$ cat config.mk
export PLATFORM = sky130hd
export DESIGN_NAME = clkrst_ctrl_flat
export DESIGN_NICKNAME = d
export VERILOG_FILES = /design/src/rtl/clkrst_ctrl_if.sv /design/src/rtl/clkrst_ctrl.sv /design/src/flat_wrapper.sv
export SDC_FILE = /design/constraint.sdc
export NUM_CORES = 1
export LEC_CHECK = 0
export ABC_AREA = 1
export BUFFER_PORTS_ARGS = -buffer_cell sky130_fd_sc_hd__buf_2
export CORE_ASPECT_RATIO = 1.1
export CORE_MARGIN = 4
export CORE_UTILIZATION = 50
export CTS_BUF_LIST = sky130_fd_sc_hd__clkbuf_4
export CTS_CLUSTER_DIAMETER = 200
export DETAILED_ROUTE_END_ITERATION = 12
export PLACE_DENSITY = 0.76
export REMOVE_ABC_BUFFERS = 1
export SLEW_MARGIN = 20
export SYNTH_ARGS = -nofsm -noshare
export SYNTH_HDL_FRONTEND = slang
export SYNTH_SLANG_ARGS = --single-unit
$ cat constraint.sdc
create_clock -name clk -period 3.3 [get_ports clk]
set_input_delay 0.33 -clock clk [delete_from_list [all_inputs] [get_ports clk]]
set_output_delay 0.33 -clock clk [all_outputs]
set_load 0.005 [all_outputs]
$ cat src/rtl/clkrst_ctrl_if.sv
// Run-control bundle between clkrst_ctrl and the core/board side.
// master: the controller; slave: the core or bench driving status inputs.
interface clkrst_ctrl_if #(
  parameter int unsigned NUM_ERR = 4,
  parameter int unsigned CNT_W   = 32
);
  logic [NUM_ERR-1:0] err;
  logic               retire;
  logic               halt;
  logic               core_rst;
  logic               running;
  logic               done;
  logic               pass;
  logic               fail;
  logic [1:0]         fail_cause;
  logic [NUM_ERR-1:0] err_src;
  logic [CNT_W-1:0]   cycle_count;

  modport master (
    input  err, retire, halt,
    output core_rst, running, done, pass, fail, fail_cause, err_src, cycle_count
  );

  modport slave (
    output err, retire, halt,
    input  core_rst, running, done, pass, fail, fail_cause, err_src, cycle_count
  );
endinterface

$ cat src/rtl/clkrst_ctrl.sv
// Run controller: synchronized, stretched core reset, run-cycle counting and a
// sticky PASS/FAIL verdict from error channels, halt, timeout and retire stall.
module clkrst_ctrl #(
  parameter int unsigned RST_CYCLES  = 2,
  parameter int unsigned MAX_CYCLES  = 100004,
  parameter int unsigned STALL_LIMIT = 1024,
  parameter int unsigned NUM_ERR     = 4,
  parameter int unsigned CNT_W       = 32
) (
  input logic           clk,
  input logic           rst_n,
  clkrst_ctrl_if.master bus_io
);

  typedef enum logic [1:0] {StHold, StRun, StPass, StFail} state_e;

  localparam int unsigned      HoldW        = (RST_CYCLES > 1) ? $clog2(RST_CYCLES) : 1;
  localparam logic [HoldW-1:0] HoldLast     = HoldW'(RST_CYCLES - 1);
  localparam logic [CNT_W-1:0] MaxCnt       = CNT_W'(MAX_CYCLES);
  localparam logic [CNT_W-1:0] StallCnt     = CNT_W'(STALL_LIMIT);
  localparam logic [1:0]       CauseNone    = 2'b00;
  localparam logic [1:0]       CauseErr     = 2'b01;
  localparam logic [1:0]       CauseTimeout = 2'b10;
  localparam logic [1:0]       CauseStall   = 2'b11;

  state_e             state_q, state_d;
  logic [1:0]         sync_q, sync_d;
  logic [HoldW-1:0]   hold_q, hold_d;
  logic [CNT_W-1:0]   cycle_q, cycle_d, cycle_inc;
  logic [CNT_W-1:0]   stall_q, stall_d, stall_inc;
  logic [1:0]         cause_q, cause_d;
  logic [NUM_ERR-1:0] src_q, src_d;
  logic               core_rst_q, core_rst_d;
  logic               running_q, running_d;
  logic               done_q, done_d;
  logic               pass_q, pass_d;
  logic               fail_q, fail_d;

  always_ff @(posedge clk or negedge rst_n) begin
    if (!rst_n) begin
      state_q    <= StHold;
      sync_q     <= 2'b00;
      hold_q     <= '0;
      cycle_q    <= '0;
      stall_q    <= '0;
      cause_q    <= CauseNone;
      src_q      <= '0;
      core_rst_q <= 1'b1;
      running_q  <= 1'b0;
      done_q     <= 1'b0;
      pass_q     <= 1'b0;
      fail_q     <= 1'b0;
    end else begin
      state_q    <= state_d;
      sync_q     <= sync_d;
      hold_q     <= hold_d;
      cycle_q    <= cycle_d;
      stall_q    <= stall_d;
      cause_q    <= cause_d;
      src_q      <= src_d;
      core_rst_q <= core_rst_d;
      running_q  <= running_d;
      done_q     <= done_d;
      pass_q     <= pass_d;
      fail_q     <= fail_d;
    end
  end

  always_comb begin
    state_d = state_q;
    sync_d  = {sync_q[0], 1'b1};
    hold_d  = hold_q;
    cycle_d = cycle_q;
    stall_d = stall_q;
    cause_d = cause_q;
    src_d   = src_q;
    // Saturating increments; timeout normally fires long before the cycle counter fills.
    cycle_inc = (&cycle_q) ? cycle_q : cycle_q + CNT_W'(1);
    stall_inc = bus_io.retire ? '0 : ((&stall_q) ? stall_q : stall_q + CNT_W'(1));

    unique case (state_q)
      StHold: begin
        if (sync_q[1]) begin
          if (hold_q == HoldLast) state_d = StRun;
          else                    hold_d  = hold_q + HoldW'(1);
        end
      end
      StRun: begin
        cycle_d = cycle_inc;
        stall_d = stall_inc;
        if (|bus_io.err) begin
          state_d = StFail;
          cause_d = CauseErr;
          src_d   = bus_io.err;
        end else if (bus_io.halt) begin
          state_d = StPass;
        end else if ((MAX_CYCLES != 0) && (cycle_inc == MaxCnt)) begin
          state_d = StFail;
          cause_d = CauseTimeout;
        end else if ((STALL_LIMIT != 0) && (stall_inc == StallCnt)) begin
          state_d = StFail;
          cause_d = CauseStall;
        end
      end
      default: ;
    endcase

    core_rst_d = (state_d == StHold);
    running_d  = (state_d == StRun);
    done_d     = (state_d == StPass) || (state_d == StFail);
    pass_d     = (state_d == StPass);
    fail_d     = (state_d == StFail);
  end

  assign bus_io.core_rst    = core_rst_q;
  assign bus_io.running     = running_q;
  assign bus_io.done        = done_q;
  assign bus_io.pass        = pass_q;
  assign bus_io.fail        = fail_q;
  assign bus_io.fail_cause  = cause_q;
  assign bus_io.err_src     = src_q;
  assign bus_io.cycle_count = cycle_q;

endmodule

$ cat src/flat_wrapper.sv
// flat-port wrapper written by rule: the top's interface ports become plain ports
module clkrst_ctrl_flat 
#(
  parameter int unsigned RST_CYCLES  = 2,
  parameter int unsigned MAX_CYCLES  = 100004,
  parameter int unsigned STALL_LIMIT = 1024,
  parameter int unsigned NUM_ERR     = 4,
  parameter int unsigned CNT_W       = 32
)
  (clk, rst_n, bus_io_err, bus_io_retire, bus_io_halt, bus_io_core_rst, bus_io_running, bus_io_done, bus_io_pass, bus_io_fail, bus_io_fail_cause, bus_io_err_src, bus_io_cycle_count);
  clkrst_ctrl_if #(.NUM_ERR(NUM_ERR), .CNT_W(CNT_W)) bus_io_i ();
  input logic clk;
  input logic rst_n;
  input wire logic [$bits(bus_io_i.err)-1:0] bus_io_err;
  input wire logic [$bits(bus_io_i.retire)-1:0] bus_io_retire;
  input wire logic [$bits(bus_io_i.halt)-1:0] bus_io_halt;
  output wire logic [$bits(bus_io_i.core_rst)-1:0] bus_io_core_rst;
  output wire logic [$bits(bus_io_i.running)-1:0] bus_io_running;
  output wire logic [$bits(bus_io_i.done)-1:0] bus_io_done;
  output wire logic [$bits(bus_io_i.pass)-1:0] bus_io_pass;
  output wire logic [$bits(bus_io_i.fail)-1:0] bus_io_fail;
  output wire logic [$bits(bus_io_i.fail_cause)-1:0] bus_io_fail_cause;
  output wire logic [$bits(bus_io_i.err_src)-1:0] bus_io_err_src;
  output wire logic [$bits(bus_io_i.cycle_count)-1:0] bus_io_cycle_count;
  assign bus_io_i.err = bus_io_err;
  assign bus_io_i.retire = bus_io_retire;
  assign bus_io_i.halt = bus_io_halt;
  assign bus_io_core_rst = bus_io_i.core_rst;
  assign bus_io_running = bus_io_i.running;
  assign bus_io_done = bus_io_i.done;
  assign bus_io_pass = bus_io_i.pass;
  assign bus_io_fail = bus_io_i.fail;
  assign bus_io_fail_cause = bus_io_i.fail_cause;
  assign bus_io_err_src = bus_io_i.err_src;
  assign bus_io_cycle_count = bus_io_i.cycle_count;
  clkrst_ctrl #(.RST_CYCLES(RST_CYCLES), .MAX_CYCLES(MAX_CYCLES), .STALL_LIMIT(STALL_LIMIT), .NUM_ERR(NUM_ERR), .CNT_W(CNT_W)) u_core (.clk(clk), .rst_n(rst_n), .bus_io(bus_io_i));
endmodule
==> results.toml <==
[sta]
hold_viol_final = 0
fin_skew_ns = 0.0228
drv_slew = 0
tightest_slew_ns = 0.856
finalWorstSetupSlack_ns = 0.451
timing.slew.headroom_pct = 42.8
fin_crit_ns = 2.85
period_share_pct = 86.3
rsz0062_at_grt = "false"
max_freq_ghz = 0.351
finalSetupViolations = 0

[cells_and_area]
diodes = 0
syn2layout_area_growth_pct = 10.2
fin_cells = 1062
most-common-layout-cells = "nand2_1, nor2_1, nand3_1"
fin_nets = 924
final_common_cell = "nand2_1"
drive_gt1_share_pct = 12.8

[pwr]
switching_share_pct = 26.0
seqPwrFrac_pct = 58.9
p_per_area_nw_per_um2 = 277
p_sw_mw = 0.435
pwr-share-comb_pct = 3.2
intPower_mw = 1.23
power_mw = 1.67
vdd.ir_drop.worst_v = 0.000242
leakage_nw = 3.15
power_frac_clock_pct = 37.9

[critical_path]
end_kind = "flip-flop"
crit_chain = "ha_1 -> nand2_2 -> nor2_4 -> nand2_2 -> nor2_4 -> nand2_2 -> buf_4 -> nand2_1 -> inv_2 -> nor2_1 -> nand2_1 -> nor2_1 -> nand2_1 -> nor2_2 -> nor2_2 -> nand2_1 -> nand2_1 -> nand2_1 -> o21ai_1"
cpMaxStageDelayCell = "dfrtp_1"
critPathBufInv = 2
path_max_fanout = 14
crit_path_frequent_cell = "nand2_1"
cpPeakStageDelay_ns = 0.50
critPathKind = "flip-flop to flip-flop"
worstPathArrival_ns = 3.22
crit_required_ns = 3.67
cp-start-kind = "flip-flop"
crit_family = "simple AND/OR/NAND/NOR gates"

[floorplan]
fp.coreArea_um2 = 10500
die-area_um2 = 12700
ioPinCount = 51
die_w_um = 108
die_h_um = 118
start_util_pct = 51.8
num_rows = 39

[placed_design]
hpwl_um = 11200
place_ws_ns = 0.513
io_buffers = 50
dp.cells = 1045
place_congestion = 1.01

[global_routing]
grt_util_met3_pct = 5.05
grt_antenna_before_repair = 0
grt_start_max_net_pins = 81
top_usage_layer = "met2"
track_usage_pct = 25.0
grt_util_met1_pct = 30.8
grt-ovfl-total = 0
grt_pass1_vias = 5294
use_met2_pct = 40.7
grt_pass1_wl_um = 25500

[job]
maxCapViolations = 0

[detailed_routing]
ant_nets = 0
wl_per_cell_um = 14.1
route.detailed.drc = 0
route.vias.total = 5616
routed_via_density = 5.29
routed_wl_um = 15000
drtPass1Iterations = 5
first_iter_violations = 381

[clocking]
ctsHtreeMaxLevel = 3
clockRootBuffer = "clkbuf_4"
clock_sinks = 80
clk_latency_ns = 0.47
clkTransAtPathRegs_ns = 0.15
cts_tree = "done"
clock_path_buffers = 2
cts_buffers = 9

[synth]
synth_cell_types = 35
seq_area_frac_synth_pct = 36.7
synthCells = 866
postSynthAreaPerCell_um2 = 6.31
yosysWarnings = 0
synth.ff_latch_count = 80
syn_area_um2 = 5460

[hold_path]
hp-class = "primary input to flip-flop"

[run_status]
status = "completed"
==> routing by layer <==
metal	share of wire, %	vias to the layer above	wire, um
li1	-	2852	-
met1	41	2520	6170
met2	48	181	7250
met3	5.0	63	747
met4	5.6	0	837
met5	0	-	0
==> stage by stage <==
step                utilization [%]  setup TNS, ns  instance area [um2]  hold slack [ns]
finish                         57.1              0                 6020           0.0676
global route                   57.1              0                 6020           0.0414
CTS                            57.0              0                 6000           0.0448
detailed placement             55.6              0                 5860            0.346
global placement               55.6              0                 5860            0.343
floorplan                         -         -23.33                 5340           0.0344
==> power by group through the flow <==
| stage | Sequential [mW] | Clock (mW) | Combinational (mW) |
|---|---|---|---|
| final | 0.982 | 0.632 | 0.0536 |
| after global routing | 0.983 | 0.690 | 0.0627 |
| after CTS | 0.982 | 0.657 | 0.0542 |
| after detailed placement | 1.00 | 0 | 0.0538 |
| after global placement | 1.00 | 0 | 0.0535 |
| after floorplan | 1.00 | 0 | 0.0208 |
==> final cells by class <==
type	instances	area (um2)
timing repair buffer	62	349
clock inverter	7	75.1
sequential	80	2000
tap	143	179
multi-input combinational	703	3120
fill	1093	4520
clock buffer	9	67.6
inverter	58	220
==> final timing paths <==
check | startpoint | endpoint | slack (ns) | cells past startpoint
hold reg to reg | u_core.sync_q[0]$_DFF_PN0_ | u_core.sync_q[1]$_DFF_PN0_ | 0.37 | 0
max in group asynchronous | rst_n | u_core.stall_q[24]$_DFFE_PN0P_ | 2.33 | 2
setup / recovery | u_core.bus_io.cycle_count[0]$_DFFE_PN0P_ | u_core.bus_io.fail_cause[1]$_DFFE_PN0P_ | 0.45 | 19
hold / removal | bus_io_err[2] | u_core.bus_io.err_src[2]$_DFFE_PN0P_ | 0.07 | 3
setup reg to reg | u_core.bus_io.cycle_count[0]$_DFFE_PN0P_ | u_core.bus_io.fail_cause[1]$_DFFE_PN0P_ | 0.45 | 19
min in group asynchronous | rst_n | u_core.stall_q[0]$_DFFE_PN0P_ | 0.45 | 2
==> cells in the mapped netlist, drive strengths merged <==
| master | n | area share (%) |
|---|---|---|
| nand2 | 354 | 25 |
| nor2 | 144 | 11 |
| nand3 | 86 | 8.2 |
| dfrtp | 79 | 36 |
| o21ai | 66 | 6.0 |
| inv | 57 | 3.9 |
| nand3b | 17 | 2.3 |
| clkbuf | 13 | 0.89 |
| buf | 12 | 1.3 |
| or2 | 9 | 1.0 |
| xnor2 | 6 | 0.96 |
| a21oi | 5 | 0.60 |
| a31oi | 4 | 0.46 |
| nand4 | 4 | 0.46 |
| ha | 2 | 0.46 |
| xor2 | 2 | 0.32 |
| a21boi | 1 | 0.14 |
| clkinv | 1 | 0.092 |
| conb | 1 | 0.069 |
| dfstp | 1 | 0.48 |
| nor4 | 1 | 0.11 |
| o221ai | 1 | 0.16 |
==> flip-flops by register name (all words and copies together), names as in the netlist <==
name                       flops
u_core.bus_io.cycle_count     32
u_core.bus_io.pass             1
u_core.stall_q                32
u_core.bus_io.fail             1
u_core.hold_q                  1
u_core.state_q                 2
u_core.sync_q                  2
u_core.bus_io.core_rst         1
u_core.bus_io.err_src          4
u_core.bus_io.fail_cause       2
u_core.bus_io.done             1
u_core.bus_io.running          1
==> kinds of logic (layout without fill, tap and decap cells) <==
kind of cell | Yosys count | in the layout | share of synthesized area [%]
AOI/OAI and AO/OA | 77 | 77 | 7.40
xor gates and xnor gates | 8 | 8 | 1.28
adders and majority gates | 2 | 2 | 0.458
buffers and inverters | 83 | 136 | 6.23
DFF | 80 | 80 | 36.7
other | 1 | 1 | 0.0687
and+or+nand+nor | 615 | 615 | 47.9
==> worst min-delay path: stages <==
cell and delay (ns):
buf_2 0.09, nand2_1 0.04, nand2_1 0.05
==> timing repair <==
item,4_1_cts,5_1_grt
gates resized for setup,0,0
setup buffers,0,0
hold buffers,0,1
endpoints found under the hold margin,0,79
No activity file was read; power rests on OpenSTA's default activity.
